## src/rtl/frame_readout.sv

```systemverilog
// Streams a WIDTH x HEIGHT RGB555 frame from BRAM as RGB565 AXI4-Stream video.
// A 3-entry FIFO with read credit hides the one-cycle BRAM latency and absorbs tready stalls.
module frame_readout #(
  parameter int WIDTH  = 640,
  parameter int HEIGHT = 480,
  parameter int ADDR_W = 19
) (
  input  logic              clk,
  input  logic              readout_rst_n,
  input  logic              enable,
  output logic [ADDR_W-1:0] bram_addr,
  output logic              bram_en,
  input  logic [14:0]       bram_data,
  output logic [15:0]       tdata,
  output logic              tvalid,
  input  logic              tready,
  output logic              tlast,
  output logic              tuser,
  output logic              busy,
  output logic              frame_done
);

  localparam int COL_W = (WIDTH > 1) ? $clog2(WIDTH) : 1;
  localparam int ROW_W = (HEIGHT > 1) ? $clog2(HEIGHT) : 1;
  localparam logic [ADDR_W-1:0] LAST_ADDR = ADDR_W'(WIDTH * HEIGHT - 1);
  localparam logic [COL_W-1:0]  LAST_COL  = COL_W'(WIDTH - 1);
  localparam logic [ROW_W-1:0]  LAST_ROW  = ROW_W'(HEIGHT - 1);

  typedef enum logic [1:0] {
    S_IDLE,
    S_READ,
    S_DRAIN
  } state_t;

  state_t            r_state;
  logic [ADDR_W-1:0] r_addr;
  logic              r_inflight;
  logic [14:0]       r_mem [3];
  logic [1:0]        r_wptr;
  logic [1:0]        r_rptr;
  logic [1:0]        r_count;
  logic [COL_W-1:0]  r_col;
  logic [ROW_W-1:0]  r_row;

  logic        w_issue;
  logic        w_push;
  logic        w_pop;
  logic        w_last_beat;
  logic [14:0] w_head;

  // Credit counts both queued words and the word still coming back from BRAM.
  assign w_issue     = (r_state == S_READ) &&
                       (({1'b0, r_count} + {2'b00, r_inflight}) < 3'd3);
  assign w_push      = r_inflight;
  assign w_pop       = (r_count != 2'd0) && tready;
  assign w_last_beat = w_pop && (r_col == LAST_COL) && (r_row == LAST_ROW);
  assign w_head      = r_mem[r_rptr];

  // With enable still high at the end of a frame the next frame begins straight
  // from DRAIN, leaving exactly two idle tvalid cycles between frames.
  always_ff @(posedge clk or negedge readout_rst_n) begin
    if (!readout_rst_n) begin
      r_state <= S_IDLE;
      r_addr  <= '0;
    end else begin
      case (r_state)
        S_IDLE: begin
          if (enable) begin
            r_state <= S_READ;
            r_addr  <= '0;
          end
        end
        S_READ: begin
          if (w_issue) begin
            if (r_addr == LAST_ADDR) begin
              r_state <= S_DRAIN;
            end else begin
              r_addr <= r_addr + 1'b1;
            end
          end
        end
        S_DRAIN: begin
          if (w_last_beat) begin
            if (enable) begin
              r_state <= S_READ;
              r_addr  <= '0;
            end else begin
              r_state <= S_IDLE;
            end
          end
        end
        default: r_state <= S_IDLE;
      endcase
    end
  end

  always_ff @(posedge clk or negedge readout_rst_n) begin
    if (!readout_rst_n) begin
      r_inflight <= 1'b0;
      r_wptr     <= '0;
      r_rptr     <= '0;
      r_count    <= '0;
    end else begin
      r_inflight <= w_issue;
      if (w_push) begin
        r_wptr <= (r_wptr == 2'd2) ? 2'd0 : r_wptr + 2'd1;
      end
      if (w_pop) begin
        r_rptr <= (r_rptr == 2'd2) ? 2'd0 : r_rptr + 2'd1;
      end
      case ({w_push, w_pop})
        2'b10:   r_count <= r_count + 2'd1;
        2'b01:   r_count <= r_count - 2'd1;
        default: r_count <= r_count;
      endcase
    end
  end

  // Storage needs no reset: tdata is gated by tvalid, which follows r_count.
  always_ff @(posedge clk) begin
    if (w_push) begin
      r_mem[r_wptr] <= bram_data;
    end
  end

  always_ff @(posedge clk or negedge readout_rst_n) begin
    if (!readout_rst_n) begin
      r_col <= '0;
      r_row <= '0;
    end else if (w_pop) begin
      if (r_col == LAST_COL) begin
        r_col <= '0;
        r_row <= (r_row == LAST_ROW) ? '0 : r_row + 1'b1;
      end else begin
        r_col <= r_col + 1'b1;
      end
    end
  end

  assign tvalid     = (r_count != 2'd0);
  assign tdata      = tvalid ? {w_head[14:10], w_head[9:5], w_head[9], w_head[4:0]} : 16'd0;
  assign tuser      = tvalid && (r_col == '0) && (r_row == '0);
  assign tlast      = tvalid && (r_col == LAST_COL);
  assign bram_en    = w_issue;
  assign bram_addr  = r_addr;
  assign busy       = (r_state != S_IDLE);
  assign frame_done = (r_state == S_DRAIN) && w_last_beat;

endmodule
```

## config.mk

```make
export PLATFORM = sky130hd
export DESIGN_NAME = frame_readout
export DESIGN_NICKNAME = d
export VERILOG_FILES = /design/src/rtl/frame_readout.sv
export SDC_FILE = /design/constraint.sdc
export NUM_CORES = 1
export LEC_CHECK = 0
export BUFFER_PORTS_ARGS = -buffer_cell sky130_fd_sc_hd__buf_2
export CAP_MARGIN = 20
export CORE_ASPECT_RATIO = 0.8
export CORE_UTILIZATION = 45
export CTS_CLUSTER_DIAMETER = 30
export DETAILED_ROUTE_END_ITERATION = 12
export HOLD_SLACK_MARGIN = 0.15
export PLACE_DENSITY = 0.65
export SYNTH_ARGS = -nofsm -noshare
export SYNTH_HDL_FRONTEND = slang
export SYNTH_SLANG_ARGS = --single-unit
```

## constraint.sdc

```tcl
create_clock -name clk -period 2.9 [get_ports clk]
set_clock_uncertainty 0.15 [all_clocks]
set_input_delay 0.145 -clock clk [delete_from_list [all_inputs] [get_ports clk]]
set_output_delay 0.145 -clock clk [all_outputs]
set_load 0.02 [all_outputs]
```

==> Word level (Yosys, flattened, before mapping) <==
Memory sizes are Yosys's and may differ from the RTL's.
Index checks and enable logic that the tools add are counted.
{ "word_totals": {"n_memories": 1, "ff_bits": 47, "mem_bits_rw": 45} }
{ "op_classes": {"reduce_logical": 18, "eq_ne": 14, "order_cmp": 1, "addsub": 8, "muxes": 19} }
{ "memory_table": {"columns": ["name", "depth", "width", "rd", "rd_clocked_by_memory_dff", "write_ports", "line", "text"], "rows": [
  ["r_mem", 3, 15, 1, 0, 1, "38", "logic [14:0] r_mem [3];"]
]} }
{ "op_table": {"columns": ["operator", "n"], "rows": [
  ["$mux W19", 4],
  ["$pmux W19 S3", 1],
  ["$add A19 B1 Y19 const B", 1],
  ["$eq A19 B19 Y1 const B", 1],
  ["$mux W16", 1],
  ["$mux W2", 6],
  ["$add A10 B1 Y10 const B", 1],
  ["$eq A10 B10 Y1 const B", 1],
  ["$logic_not A10 Y1", 1],
  ["$mux W10", 1],
  ["$add A9 B1 Y9 const B", 1],
  ["$eq A9 B9 Y1 const B", 1],
  ["$logic_not A9 Y1", 1],
  ["$mux W9", 1],
  ["$eq A2 B2 Y1 const B", 4],
  ["$logic_and A1 B1 Y1", 8],
  ["$ne A2 B2 Y1 const B", 4],
  ["$reduce_and A4 Y1", 2],
  ["$add A2 B1 Y2 const B", 3],
  ["$pmux W2 S3", 1],
  ["$reduce_bool A2 Y1", 3],
  ["$eq A2 B1 Y1 const B", 2],
  ["$pmux W2 S2", 1],
  ["$add A2 B1 Y3", 1],
  ["other kinds (7)", 9]
]} }

==> Logic depth before layout (Yosys ltp) <==
{ "depth": {"depth_word": 6, "depth_mapped": 9, "depth_no_buf": 7} }

==> Worst setup path after synthesis <==
No wires, ideal clock.
{ "synth_timing": {"path_kind": "reg2reg", "from": "register r_addr[0], in the netlist bram_addr[0]", "to": "register r_addr[15], in the netlist bram_addr[15]", "path_stages_with_launch": 9, "path_buffers": 2, "synth_period_minus_slack_ps": 2409, "slack_ps": 491, "setup_time_ps": 82, "arrival_time_ps": 2177, "path_cell_list": "dfrtp_1 -> ha_1 -> nand3_1 -> nor2_1 -> a31oi_4 -> or3_1 -> buf_4 -> buf_6 -> a31oi_1"} }
{ "synth_via": {"elab_chain_len": 4} }
{ "synth_lines": {"columns": ["item", "line", "text"], "rows": [
  ["start: declaration", "36", "logic [ADDR_W-1:0] r_addr;"],
  ["start signal: assignment", "78", "r_addr <= r_addr + 1'b1;"],
  ["$add A19 B1 Y19", "78", null],
  ["$mux W19", "75", "if (r_addr == LAST_ADDR) begin"],
  ["$mux W19", "74", "if (w_issue) begin"],
  ["$pmux W19 S3", "66", "case (r_state)"]
]} }
Several ways; a longest one is shown, not always the timed one. The select of a mux whose other input is x is not followed.
A chain may end at the register's enable or synchronous reset.

==> Final worst setup path <==
{ "layout_timing": {"from": "register r_count[0]", "to": "register r_addr[9], in the netlist bram_addr[9]"} }
{ "layout_via": {"elab_chain_len": 6} }
{ "layout_lines": {"columns": ["item", "line", "text"], "rows": [
  ["start: declaration", "41", "logic [1:0] r_count;"],
  ["start signal: assignment", "112", "2'b10: r_count <= r_count + 2'd1;"],
  ["start signal: assignment", "113", "2'b01: r_count <= r_count - 2'd1;"],
  ["start signal: assignment", "114", "default: r_count <= r_count;"],
  ["parallel branches: the longest is 5 deep, another holds $add A2 B1 Y3", null, null],
  ["$reduce_and A4 Y1 (no source line) (*)", null, null]
]} }
Mark *: on every way between the ends.

==> results.sh <==
export IMPL_clk_latency_ps=340
export IMPL_gp_congestion=0.852
export IMPL_grt_total_usage_pct=19.1
export IMPL_slew_headroom_pct=48.9
export IMPL_first_pass_iters=11
export IMPL_synth_async_reset_ratio_pct=51.1
export IMPL_crit_type="reg2reg"
export IMPL_layout_drive_gt1_share_pct=20.0
export IMPL_dpl_hpwl_mm=5.86
export IMPL_cts_buffers=9
export IMPL_cts_tree="yes"
export IMPL_synth_area_mm2=0.00432
export IMPL_routed_via_count=3217
export IMPL_ios=60
export IMPL_p_leak_uw=0.00224
export IMPL_grt_start_max_net_pins=48
export IMPL_synth_area_leader_cell="edfxtp_1"
export IMPL_power_density_mw_per_mm2=1050
export IMPL_antenna_left=0
export IMPL_drv_slew=0
export IMPL_required_ps=2940
export IMPL_nNetsFinal=501
export IMPL_portBuffers=59
export IMPL_yosys_cell_types_count=45
export IMPL_synthDominantCellAreaShare_pct=31.3
export IMPL_status="finished with violations"
export IMPL_yosys_top_cells_area="edfxtp_1 (31%), dfrtp_1 (27%), nor2_1 (4.3%)"
export IMPL_max_cap_violations=0
export IMPL_avgSynthCellArea_um2=10.9
export IMPL_hp_class="in2reg"
export IMPL_synth_edf_count=45
export IMPL_antenna_cells=0
export IMPL_cts_max_level=3
export IMPL_fp_coreArea_mm2=0.00919
export IMPL_violations="DRC"
export IMPL_place_area_mm2=0.00474
export IMPL_vdd_ir_drop_max_mv=0.642
export IMPL_crit_fanout=19
export IMPL_wire_per_inst_um=15.2
export IMPL_setup_viol=0
export IMPL_syn_inst=395
export IMPL_ys_ff_latch=92
export IMPL_rsz0062_at_grt="false"
export IMPL_fin_ws_ps=340
export IMPL_fin_crit_sh_pct=88.3
export IMPL_clock_sinks=92
export IMPL_grt_ovfl_total=0
export IMPL_die_w_um=112
export IMPL_fmax_mhz=391
export IMPL_cts_path_max_buffers=2
export IMPL_period_needed_ps=2560
export IMPL_tightest_slew_ps=767
export IMPL_cp_arrival_ps=2600
export IMPL_final_setup_tns_ps=0
export IMPL_drt_iter0_markers=137
export IMPL_die_h_um=89.6
export IMPL_rows=31
export IMPL_cts_root_buf="clkbuf_16"
export IMPL_ys_flop_type="dfrtp_1"
export IMPL_ys_warn_count=0
export IMPL_finalHoldViolations=0
export IMPL_dp_slack_ps=378
export IMPL_grt_pass1_vias=2875
export IMPL_post_route_cell_area_mm2=0.00522
export IMPL_end_kind="register"
export IMPL_antenna_found_initial=0
export IMPL_clk_pin_slew_worst_paths_ps=70
export IMPL_drcViolationCount=8
export IMPL_yosysSeqAreaShare_pct=58.5
export IMPL_die_area_mm2=0.0100
export IMPL_initial_utilization_pct=47.0
export IMPL_grt_pass1_wl_mm=14.5
export IMPL_crit_path_start_kind="register"
export IMPL_totalWireLength_mm=9.00
export IMPL_synthesis_nets=422
export IMPL_area_delta_synth_final_pct=20.9
export IMPL_viasPerCell=5.42
==> kinds of logic (layout without fill, tap and decap cells) <==
group                    Yosys count  count (layout)  share of synthesized area (%)
adder cells (fa/ha/maj)            8               8                           2.32
flip-flops                        92              92                           58.5
AO/OA/AOI/OAI                     80              80                           11.8
buffers and inverters             33             117                           3.45
AND/OR/NAND/NOR                  152             152                           17.3
multiplexers                      18              18                           4.20
XOR/XNOR                          12              12                           2.43
==> final timing paths <==
path,startpoint,endpoint,slack [ps],cells past startpoint
setup reg to reg,r_count[0],bram_addr[9],340,7
hold reg to reg,r_rptr[0],r_rptr[1],350,2
hold / removal,enable,r_state[0],190,4
min in group asynchronous,readout_rst_n,bram_addr[17],560,3
setup / recovery,r_count[0],bram_addr[9],340,7
max in group asynchronous,readout_rst_n,r_col[2],1580,4
==> worst max-delay path: stages (launching register included) <==
cell	delay [ps]
dfrtp_1	450
ha_1	220
ha_1	260
a21oi_1	200
nand2_1	150
a31oi_4	160
or3_1	630
a31oi_1	180
==> metal layers <==
layer | global-route usage, % | part of all wire (%) | vias to the layer above
li1 | - | - | 1600
met1 | 26.3 | 49 | 1533
met2 | 29.8 | 45 | 75
met3 | 4.97 | 4.9 | 9
met4 | 7.13 | 1.4 | 0
met5 | 0 | 0 | -
==> repair_timing <==
item,CTS,global route
hold buffers,17,1
hold endpoints to repair,95,5
gates resized for setup,0,0
buffers inserted,0,0
==> cell type report <==
cell class	instances	area, um^2
flip-flops and latches	92	2530
well taps	115	144
inverters	13	48.8
clock inverters	6	47.5
repair buffers	88	571
clock buffers	10	229
multi-input cells	270	1650
fillers	798	3970
==> registers in the layout, summed over array words and instances, names as in the netlist <==
signal / flops
r_mem: 45
bram_addr: 19
r_col: 10
r_row: 9
r_count: 2
r_rptr: 2
r_state: 2
r_wptr: 2
r_inflight: 1
==> cells in the final DEF, fill, tap and decap left out, drive strengths merged, types with 10 or more instances in the layout <==
| master | synthesis | layout |
|---|---|---|
| nor2 | 49 | 49 |
| mux2i | 17 | 17 |
| nand2 | 38 | 38 |
| o21ai | 15 | 15 |
| a21oi | 25 | 25 |
| clkbuf | 14 | 10 |
| dlygate4sd3 | 0 | 18 |
| edfxtp | 45 | 45 |
| buf | 6 | 70 |
| inv | 13 | 16 |
| dfrtp | 47 | 47 |
| nand3 | 17 | 17 |
| a31oi | 20 | 20 |
==> per-stage QoR <==
stage,power [uW],instances,hold WS [ps],util (%)
floorplan,3720,395,-301,-
global placement,4320,559,197,51.6
detailed placement,4370,559,205,51.6
CTS,5490,592,203,56.5
global route,5830,594,249,56.8
finish,5460,594,189,56.8
==> cells in the mapped netlist, drive strengths merged, types with 2 or more instances <==
cell and number:
nor3 5, clkbuf 14, or3 3, nand3 17
a21oi 25, xnor2 8, ha 8, nor2b 4
o211ai 2, a31oi 20, nand4 9, a21o 4
a41oi 9, nand2 38, nor2 49, dfrtp 47
and3 7, mux2i 17, nor3b 2, nor4 6
buf 6, o31ai 3, inv 13, xor2 4
or2 5, edfxtp 45, o21ai 15
==> where the power goes <==
group          total, uW  internal, uW  leakage [uW]  switching [uW]
combinational       2240           799       0.00109            1440
sequential          2120          1780       0.00102             334
clock               1100           590      0.000134             506
total               5460          3170       0.00224            2280
Note: power is estimated with default switching activity, not from simulation.
